==> src/rtl/command_issue_control.sv <==
// Command issue stage: buffers arbiter lines in a FIFO and issues them under PSL credit control.
// Optional issue/stall statistics are compiled in with `define CMD_ISSUE_STATS_EN.
module command_issue_control #(
    parameter int BUFFER_DEPTH       = 16,
    parameter int ALMOST_FULL_MARGIN = 2,
    parameter int TAG_WIDTH          = 8
) (
    input  logic                 clock,
    input  logic                 reset,
    input  logic                 enabled_in,
    input  logic [7:0]           ha_croom,
    input  logic                 command_arbiter_in_valid,
    input  logic [7:0]           command_arbiter_in_cmd,
    input  logic [12:0]          command_arbiter_in_command,
    input  logic [63:0]          command_arbiter_in_address,
    input  logic [11:0]          command_arbiter_in_size,
    input  logic [2:0]           command_arbiter_in_abt,
    input  logic                 response_valid,
    output logic                 command_out_valid,
    output logic [7:0]           command_out_cmd,
    output logic [12:0]          command_out_command,
    output logic [63:0]          command_out_address,
    output logic [11:0]          command_out_size,
    output logic [2:0]           command_out_abt,
    output logic [TAG_WIDTH-1:0] cmd_tag,
    output logic                 buffer_almost_full,
    output logic                 buffer_empty,
    output logic [7:0]           credits_out,
    output logic                 overflow_error
`ifdef CMD_ISSUE_STATS_EN
    ,
    output logic [31:0]          issued_count,
    output logic [31:0]          stall_count
`endif
);

    localparam int          AW          = $clog2(BUFFER_DEPTH);
    localparam int          LINE_W      = 100;
    localparam logic [12:0] CMD_INVALID = 13'h0000;
    localparam logic [2:0]  ABT_STRICT  = 3'b000;
    localparam logic [AW:0] AF_LEVEL    = (AW+1)'(BUFFER_DEPTH - ALMOST_FULL_MARGIN);

    typedef enum logic [1:0] {S_IDLE, S_LOAD, S_RUN, S_DRAIN} state_t;

    state_t              r_state;
    state_t              w_state_nxt;
    logic                r_enabled;
    logic                w_load;
    logic                w_run;
    logic                w_active;

    logic [LINE_W-1:0]   r_mem [BUFFER_DEPTH];
    logic [AW:0]         r_wr_ptr;
    logic [AW:0]         r_rd_ptr;
    logic [AW:0]         w_wr_ptr_nxt;
    logic [AW:0]         w_rd_ptr_nxt;
    logic [AW:0]         w_count_nxt;
    logic                w_full;
    logic                w_empty;
    logic                w_push;
    logic                w_pop;
    logic                w_resp;
    logic [LINE_W-1:0]   w_in_line;

    logic [7:0]          r_credits;
    logic [7:0]          r_credit_max;
    logic [7:0]          w_credits_nxt;
    logic [TAG_WIDTH-1:0] r_tag_cnt;
    logic [TAG_WIDTH-1:0] r_cmd_tag;
    logic                r_out_valid;
    logic [LINE_W-1:0]   r_out_line;
    logic                r_almost_full;
    logic                r_empty;
    logic                r_overflow;

    // ---------------- control FSM ----------------
    always_ff @(posedge clock or posedge reset) begin
        if (reset) begin
            r_state   <= S_IDLE;
            r_enabled <= 1'b0;
        end else begin
            r_state   <= w_state_nxt;
            r_enabled <= enabled_in;
        end
    end

    always_comb begin
        w_state_nxt = r_state;
        case (r_state)
            S_IDLE:  if (r_enabled) w_state_nxt = S_LOAD;
            S_LOAD:  w_state_nxt = S_RUN;
            S_RUN:   if (!r_enabled) w_state_nxt = S_DRAIN;
            S_DRAIN: begin
                if (r_enabled)
                    w_state_nxt = S_RUN;
                else if (w_empty && !r_out_valid)
                    w_state_nxt = S_IDLE;
            end
            default: w_state_nxt = S_IDLE;
        endcase
    end

    always_comb begin
        w_load   = (r_state == S_LOAD);
        w_run    = (r_state == S_RUN);
        w_active = (r_state == S_RUN) || (r_state == S_DRAIN);
    end

    // ---------------- FIFO pointers and flags ----------------
    assign w_in_line = {command_arbiter_in_cmd, command_arbiter_in_command,
                        command_arbiter_in_address, command_arbiter_in_size,
                        command_arbiter_in_abt};

    // The extra MSB on each pointer separates full from empty when the indices match.
    assign w_empty      = (r_wr_ptr == r_rd_ptr);
    assign w_full       = (r_wr_ptr[AW] != r_rd_ptr[AW]) &&
                          (r_wr_ptr[AW-1:0] == r_rd_ptr[AW-1:0]);
    assign w_push       = w_run && command_arbiter_in_valid && !w_full;
    assign w_pop        = w_active && !w_empty && (r_credits != 8'd0);
    assign w_resp       = w_active && response_valid;
    assign w_wr_ptr_nxt = r_wr_ptr + (AW+1)'(w_push);
    assign w_rd_ptr_nxt = r_rd_ptr + (AW+1)'(w_pop);
    assign w_count_nxt  = w_wr_ptr_nxt - w_rd_ptr_nxt;

    always_ff @(posedge clock) begin
        if (w_push)
            r_mem[r_wr_ptr[AW-1:0]] <= w_in_line;
    end

    always_ff @(posedge clock or posedge reset) begin
        if (reset) begin
            r_wr_ptr      <= '0;
            r_rd_ptr      <= '0;
            r_almost_full <= 1'b0;
            r_empty       <= 1'b1;
            r_overflow    <= 1'b0;
        end else begin
            r_wr_ptr      <= w_wr_ptr_nxt;
            r_rd_ptr      <= w_rd_ptr_nxt;
            r_almost_full <= (w_count_nxt >= AF_LEVEL);
            r_empty       <= (w_wr_ptr_nxt == w_rd_ptr_nxt);
            if (w_run && command_arbiter_in_valid && w_full)
                r_overflow <= 1'b1;
        end
    end

    // ---------------- credits ----------------
    // A response arriving together with an issue cancels out, even at credit_max.
    always_comb begin
        w_credits_nxt = r_credits;
        if (w_load)
            w_credits_nxt = ha_croom;
        else if (w_pop && !w_resp)
            w_credits_nxt = r_credits - 8'd1;
        else if (w_resp && !w_pop && (r_credits < r_credit_max))
            w_credits_nxt = r_credits + 8'd1;
    end

    always_ff @(posedge clock or posedge reset) begin
        if (reset) begin
            r_credits    <= 8'd0;
            r_credit_max <= 8'd0;
        end else begin
            r_credits <= w_credits_nxt;
            if (w_load)
                r_credit_max <= ha_croom;
        end
    end

    // ---------------- issue register ----------------
    always_ff @(posedge clock or posedge reset) begin
        if (reset) begin
            r_out_valid <= 1'b0;
            r_out_line  <= {8'h00, CMD_INVALID, 64'h0, 12'h000, ABT_STRICT};
            r_cmd_tag   <= '0;
            r_tag_cnt   <= '0;
        end else begin
            r_out_valid <= w_pop;
            if (w_pop) begin
                r_out_line <= r_mem[r_rd_ptr[AW-1:0]];
                r_cmd_tag  <= r_tag_cnt;
                r_tag_cnt  <= r_tag_cnt + TAG_WIDTH'(1);
            end
        end
    end

    assign command_out_valid   = r_out_valid;
    assign {command_out_cmd, command_out_command, command_out_address,
            command_out_size, command_out_abt} = r_out_line;
    assign cmd_tag             = r_cmd_tag;
    assign buffer_almost_full  = r_almost_full;
    assign buffer_empty        = r_empty;
    assign credits_out         = r_credits;
    assign overflow_error      = r_overflow;

`ifdef CMD_ISSUE_STATS_EN
    function automatic logic [31:0] sat_inc(input logic [31:0] v);
        return (v == 32'hFFFF_FFFF) ? v : v + 32'd1;
    endfunction

    logic [31:0] r_issued_count;
    logic [31:0] r_stall_count;

    always_ff @(posedge clock or posedge reset) begin
        if (reset) begin
            r_issued_count <= 32'd0;
            r_stall_count  <= 32'd0;
        end else begin
            if (w_pop)
                r_issued_count <= sat_inc(r_issued_count);
            if (w_active && !w_empty && (r_credits == 8'd0))
                r_stall_count <= sat_inc(r_stall_count);
        end
    end

    assign issued_count = r_issued_count;
    assign stall_count  = r_stall_count;
`endif

endmodule

==> config.mk <==
export PLATFORM = sky130hd
export DESIGN_NAME = command_issue_control
export DESIGN_NICKNAME = d
export VERILOG_FILES = /design/src/rtl/command_issue_control.sv
export SDC_FILE = /design/constraint.sdc
export NUM_CORES = 2
export LEC_CHECK = 0
export ABC_CLOCK_PERIOD_IN_PS = 27600
export BUFFER_PORTS_ARGS = -buffer_cell sky130_fd_sc_hd__buf_2
export CAP_MARGIN = 20
export CORE_ASPECT_RATIO = 0.6
export CORE_MARGIN = 2
export CORE_UTILIZATION = 50
export CTS_CLUSTER_SIZE = 8
export DETAILED_ROUTE_END_ITERATION = 8
export PLACE_DENSITY = 0.78
export SYNTH_ARGS = -nofsm -noshare
export SYNTH_HDL_FRONTEND = slang
export SYNTH_SLANG_ARGS = --single-unit
==> constraint.sdc <==
create_clock -name clock -period 27.6 [get_ports clock]
set_input_delay 2.76 -clock clock [delete_from_list [all_inputs] [get_ports clock]]
set_output_delay 2.76 -clock clock [all_outputs]
set_load 0.02 [all_outputs]
==> reports/results.env <==
RUN_STATUS='completed'
DRV.MAX_CAP_VIOLATION_COUNT=0
POST_CTS.REPAIR.SETUP_BUFFERS=0
FINCLKSKEW_NS=0.0737
DETAILEDPLACEMENTHPWL_UM=82900
DESIGN.CORE.AREA_UM2=132000
DRC_ERRORS=0
REG2REG_SETUP_SLACK_NS=21.98
VIA_COUNT_OF_THE_FIRST_GLOBAL_ROUTING_PASS=33900
SYNTH.MUX.AREA_FRACTION_PCT=15.7
ROOT_BUFFER_CELL='sky130_fd_sc_hd__clkbuf_16'
OVERFLOW=0
CP_CELL_SEQUENCE='buf_2 > nand3b_1 > a21oi_1 > nand3b_1 > nor2_4 > buf_4 > buf_4'
CELL_FAMILY_CONTRIBUTING_THE_MOST_DELAY_ON_THE_CRITICAL_PATH='simple AND/OR/NAND/NOR gates'
SYNTH-WARNING-COUNT=0
GROUTE.USAGE.OVERALL_PCT=24.3
RR_WORST_DEPTH=9
NETLIST_TOP_CELLS_COUNT='sky130_fd_sc_hd__edfxtp_1 (1600), sky130_fd_sc_hd__mux4_2 (432), sky130_fd_sc_hd__nand2_1 (316)'
SYN_AVG_CELL_AREA_UM2=21.8
LAYOUT-AREA-OVERHEAD-VS-SYNTH_PCT=15.7
GRT_MAX_DEGREE=149
TRITONCTS='yes'
WIRE_PER_INST_UM=30.6
DETAILROUTE.VIA_COUNT=33500
CRITICAL-PATH-MAX-STAGE-DELAY_NS=0.94
CTSLONGESTPATHBUFFERS=3
CTS-RESIZED-GATES=0
YOSYSTOPAREACELLSHARE_PCT=72.3
POSTSYNTHNETCOUNT=3188
HOLD_PATH.CLASS='reg2reg'
MAXCLOCKFREQUENCY_GHz=0.163
SYNTH_CELL_TYPES=47
PLACEMENTROWS=103
MAIN_COMBINATIONAL_CELL_FAMILY_BY_AREA_AFTER_SYNTHESIS='multiplexers'
DRTANTENNAVIOLNETS=0
TIMING.CRITICAL_PATH.BUF_INV=3
YOSYSMOSTFREQUENTCELL='sky130_fd_sc_hd__edfxtp_1'
SETUP.WORST_PATH.CLASS='in2reg'
IOS=233
CLOCK_LATENCY_REPORTED_FOR_THE_LATE_SIDE_OF_THE_WORST_SKEW_PAIR_NS=0.86
DRT_ITER0_DRC=4956
LAYOUT-DRIVE-GT1-SHARE_PCT=27.8
SETUP.WORST_PATH.START='command_arbiter_in_valid'
CRITICAL_PATH.ENDPOINT_TYPE='register'
SLEW_HEADROOM_PCT=23.0
GPL.FINAL_WEIGHTED_CONGESTION=0.785
GRT_FIRST_PASS_WIRELENGTH_UM=239000
VIA_PER_INST=6.17
IR_WORST_VDD_mV=0.0863
START_UTIL_PCT=50.4
CRITICAL_PATH_DEPTH=7
DRT-PASS1-ITER-COUNT=5
SYNTHXORXNORAREAFRAC_PCT=0.382
MAX_SLEW.WORST_PIN.SLEW_NS=1.16
NUMBER_OF_INSTANCES_IN_THE_SYNTHESIZED_NETLIST=3053
SYN-CELL-AREA_UM2=66400
CRIT_PATH_TIME_FINAL_NS=6.15
SLEW_VIOLATIONS=0
CLK_PIN_SLEW_WORST_PATHS_NS=0.05
NUMBER_OF_CLOCK_SINKS=1749
REGISTER_BIT_TOTAL_FROM_SYNTHESIS=1749
SYNTH_AREA_IN_ADDERS_PCT=0.437
SYNTH_SIMPLE_GATE_AREA_SHARE_PCT=2.37
FINALHOLDVIOLCOUNT=0
CHIP_WIDTH_UM=475
WORST_R2R_ENDPOINT='r_out_line[48]'
UNREPAIRED_SETUP_ENDPOINTS_AFTER_GLOBAL_ROUTING='false'
DIE_AREA_UM2=136000
FIN_CRIT_SH_PCT=22.3
PLACEMENT.IO_BUFFERS=232
POWER_DENSITY_nW_PER_UM2=108
CRIT_PATH_LAUNCH_TYPE='input pin'
SYNTH_COMPOUND_GATE_AREA_SHARE_PCT=1.86
INITIAL_ANTENNA_VIOLATION_COUNT=29
CTS_HTREE_LEVELS=4
SETUP-TNS-FINAL_NS=0
NUMCTSBUFFERS=237
P_LEAK_nW=25.4
CRIT_SLOWEST_CELL='sky130_fd_sc_hd__nor2_4'
YOSYS_MOST_USED_DFF='sky130_fd_sc_hd__edfxtp_1'
CRIT-REG2REG-LAUNCH='r_rd_ptr[0]'
POST_SYNTH_MAIN_AREA_CONTRIBUTORS='sky130_fd_sc_hd__edfxtp_1 (72%), sky130_fd_sc_hd__mux4_2 (15%), sky130_fd_sc_hd__dfrtp_1 (5.6%)'
WORSTPATHARRIVAL_NS=6.58
UTILIZATION_PCT=58.3
DIE_H_UM=286
SETUP.WORST_PATH.END='r_mem[5][64]'
NUMBER_OF_NETS_IN_THE_LAYOUT=3560
CP.REQUIRED_NS=28.04
WORST-PATH-MAX-FANOUT=45
POSTROUTEWIRELENGTH_UM=166000
SYNTH_SEQ_AREA_SHARE_PCT=78.0
FINALSETUPVIOLCOUNT=0
ASYNC_RESET_FF_SHARE_PCT=8.52
SYNTH_LARGEST_AREA_CELL='sky130_fd_sc_hd__edfxtp_1'
SYNTH_ENABLE_FLOP_CELLS=1600
HOLDBUFCOUNTCTS=0
cell type report:
cell class,count,area (um2)
Clock inverter,17,404
Multi-Input combinational cell,1124,13900
Fill cell,9063,54900
Sequential cell,1749,51800
Inverter,21,88.8
Timing Repair Buffer,292,1730
Antenna cell,14,35.0
Tap cell,1785,2230
Clock buffer,432,6660
metrics by stage:
step | area [um2] | instances | hold slack [ns] | setup WS, ns | power (mW)
after floorplan | 66400 | 3053 | 0.441 | 16.53 | 4.88
after global placement | 69600 | 4965 | 0.457 | 20.90 | 5.50
after detailed placement | 69600 | 4965 | 0.462 | 20.81 | 5.55
after CTS | 76700 | 5414 | 0.476 | 21.50 | 8.33
after global routing | 76800 | 5426 | 0.495 | 21.36 | 8.60
final | 76800 | 5434 | 0.469 | 21.45 | 8.30
cells in the final DEF (no fill, tap or decap), drive strengths merged, types with 10 or more instances in the layout:
master / instances
nor2: 27
dfrtp: 148
o21ai: 87
ha: 20
clkbuf: 432
inv: 23
buf: 292
o221ai: 68
xor2: 17
a21oi: 10
nand3: 16
mux2i: 69
xnor2: 12
diode: 14
nand2: 316
mux4: 432
clkinv: 13
edfxtp: 1600
report_power, final:
part | switching, mW | internal, mW | total [mW]
logic | 1.27 | 0.960 | 2.23
registers | 0.191 | 3.13 | 3.32
clock network | 1.13 | 1.62 | 2.75
total | 2.59 | 5.70 | 8.30
flip-flops by register name, summed over array words and instances, names as in the netlist:
register,cells
r_rd_ptr,5
credits_out,8
cmd_tag,8
overflow_error,1
r_state,2
r_wr_ptr,5
r_enabled,1
command_out_valid,1
r_out_line,100
r_credit_max,8
r_mem,1600
r_tag_cnt,8
buffer_almost_full,1
buffer_empty,1
cell families (layout without fill, tap and decap cells):
family / after synthesis / count (layout)
DFF: 1749 / 1749
muxes: 501 / 501
and+or+nand+nor: 389 / 389
AOI/OAI and AO/OA: 183 / 183
buffers and inverters: 180 / 762
xor gates and xnor gates: 29 / 29
adders and majority gates: 22 / 22
other: 0 / 14
metal layers:
layer  vias to the layer above  global-route usage (%)  share of wire [%]
li1                      13400                       -                  -
met3                       231                    6.24                 11
met2                      2124                    36.8                 47
met1                     17700                    35.6                 40
met5                         -                       0              0.070
met4                        18                    6.58                1.9
how the worst min path moves through the flow:
stage,end,depth (start not counted),startpoint
global placement,r_out_line[84],2,r_out_line[84]
global route,r_tag_cnt[7],1,r_tag_cnt[7]
finish,r_out_line[1],2,r_out_line[1]
CTS,r_out_line[7],2,r_out_line[7]
detailed placement,r_out_line[37],2,r_out_line[37]
floorplan,r_tag_cnt[7],1,r_tag_cnt[7]
tightest hold or removal path, cell delays in order (launching register included):
cell                      delay (ns)
sky130_fd_sc_hd__dfrtp_1        0.33
sky130_fd_sc_hd__nand2_1        0.04
sky130_fd_sc_hd__o21ai_0        0.05
(Power assumes the default switching activity.)
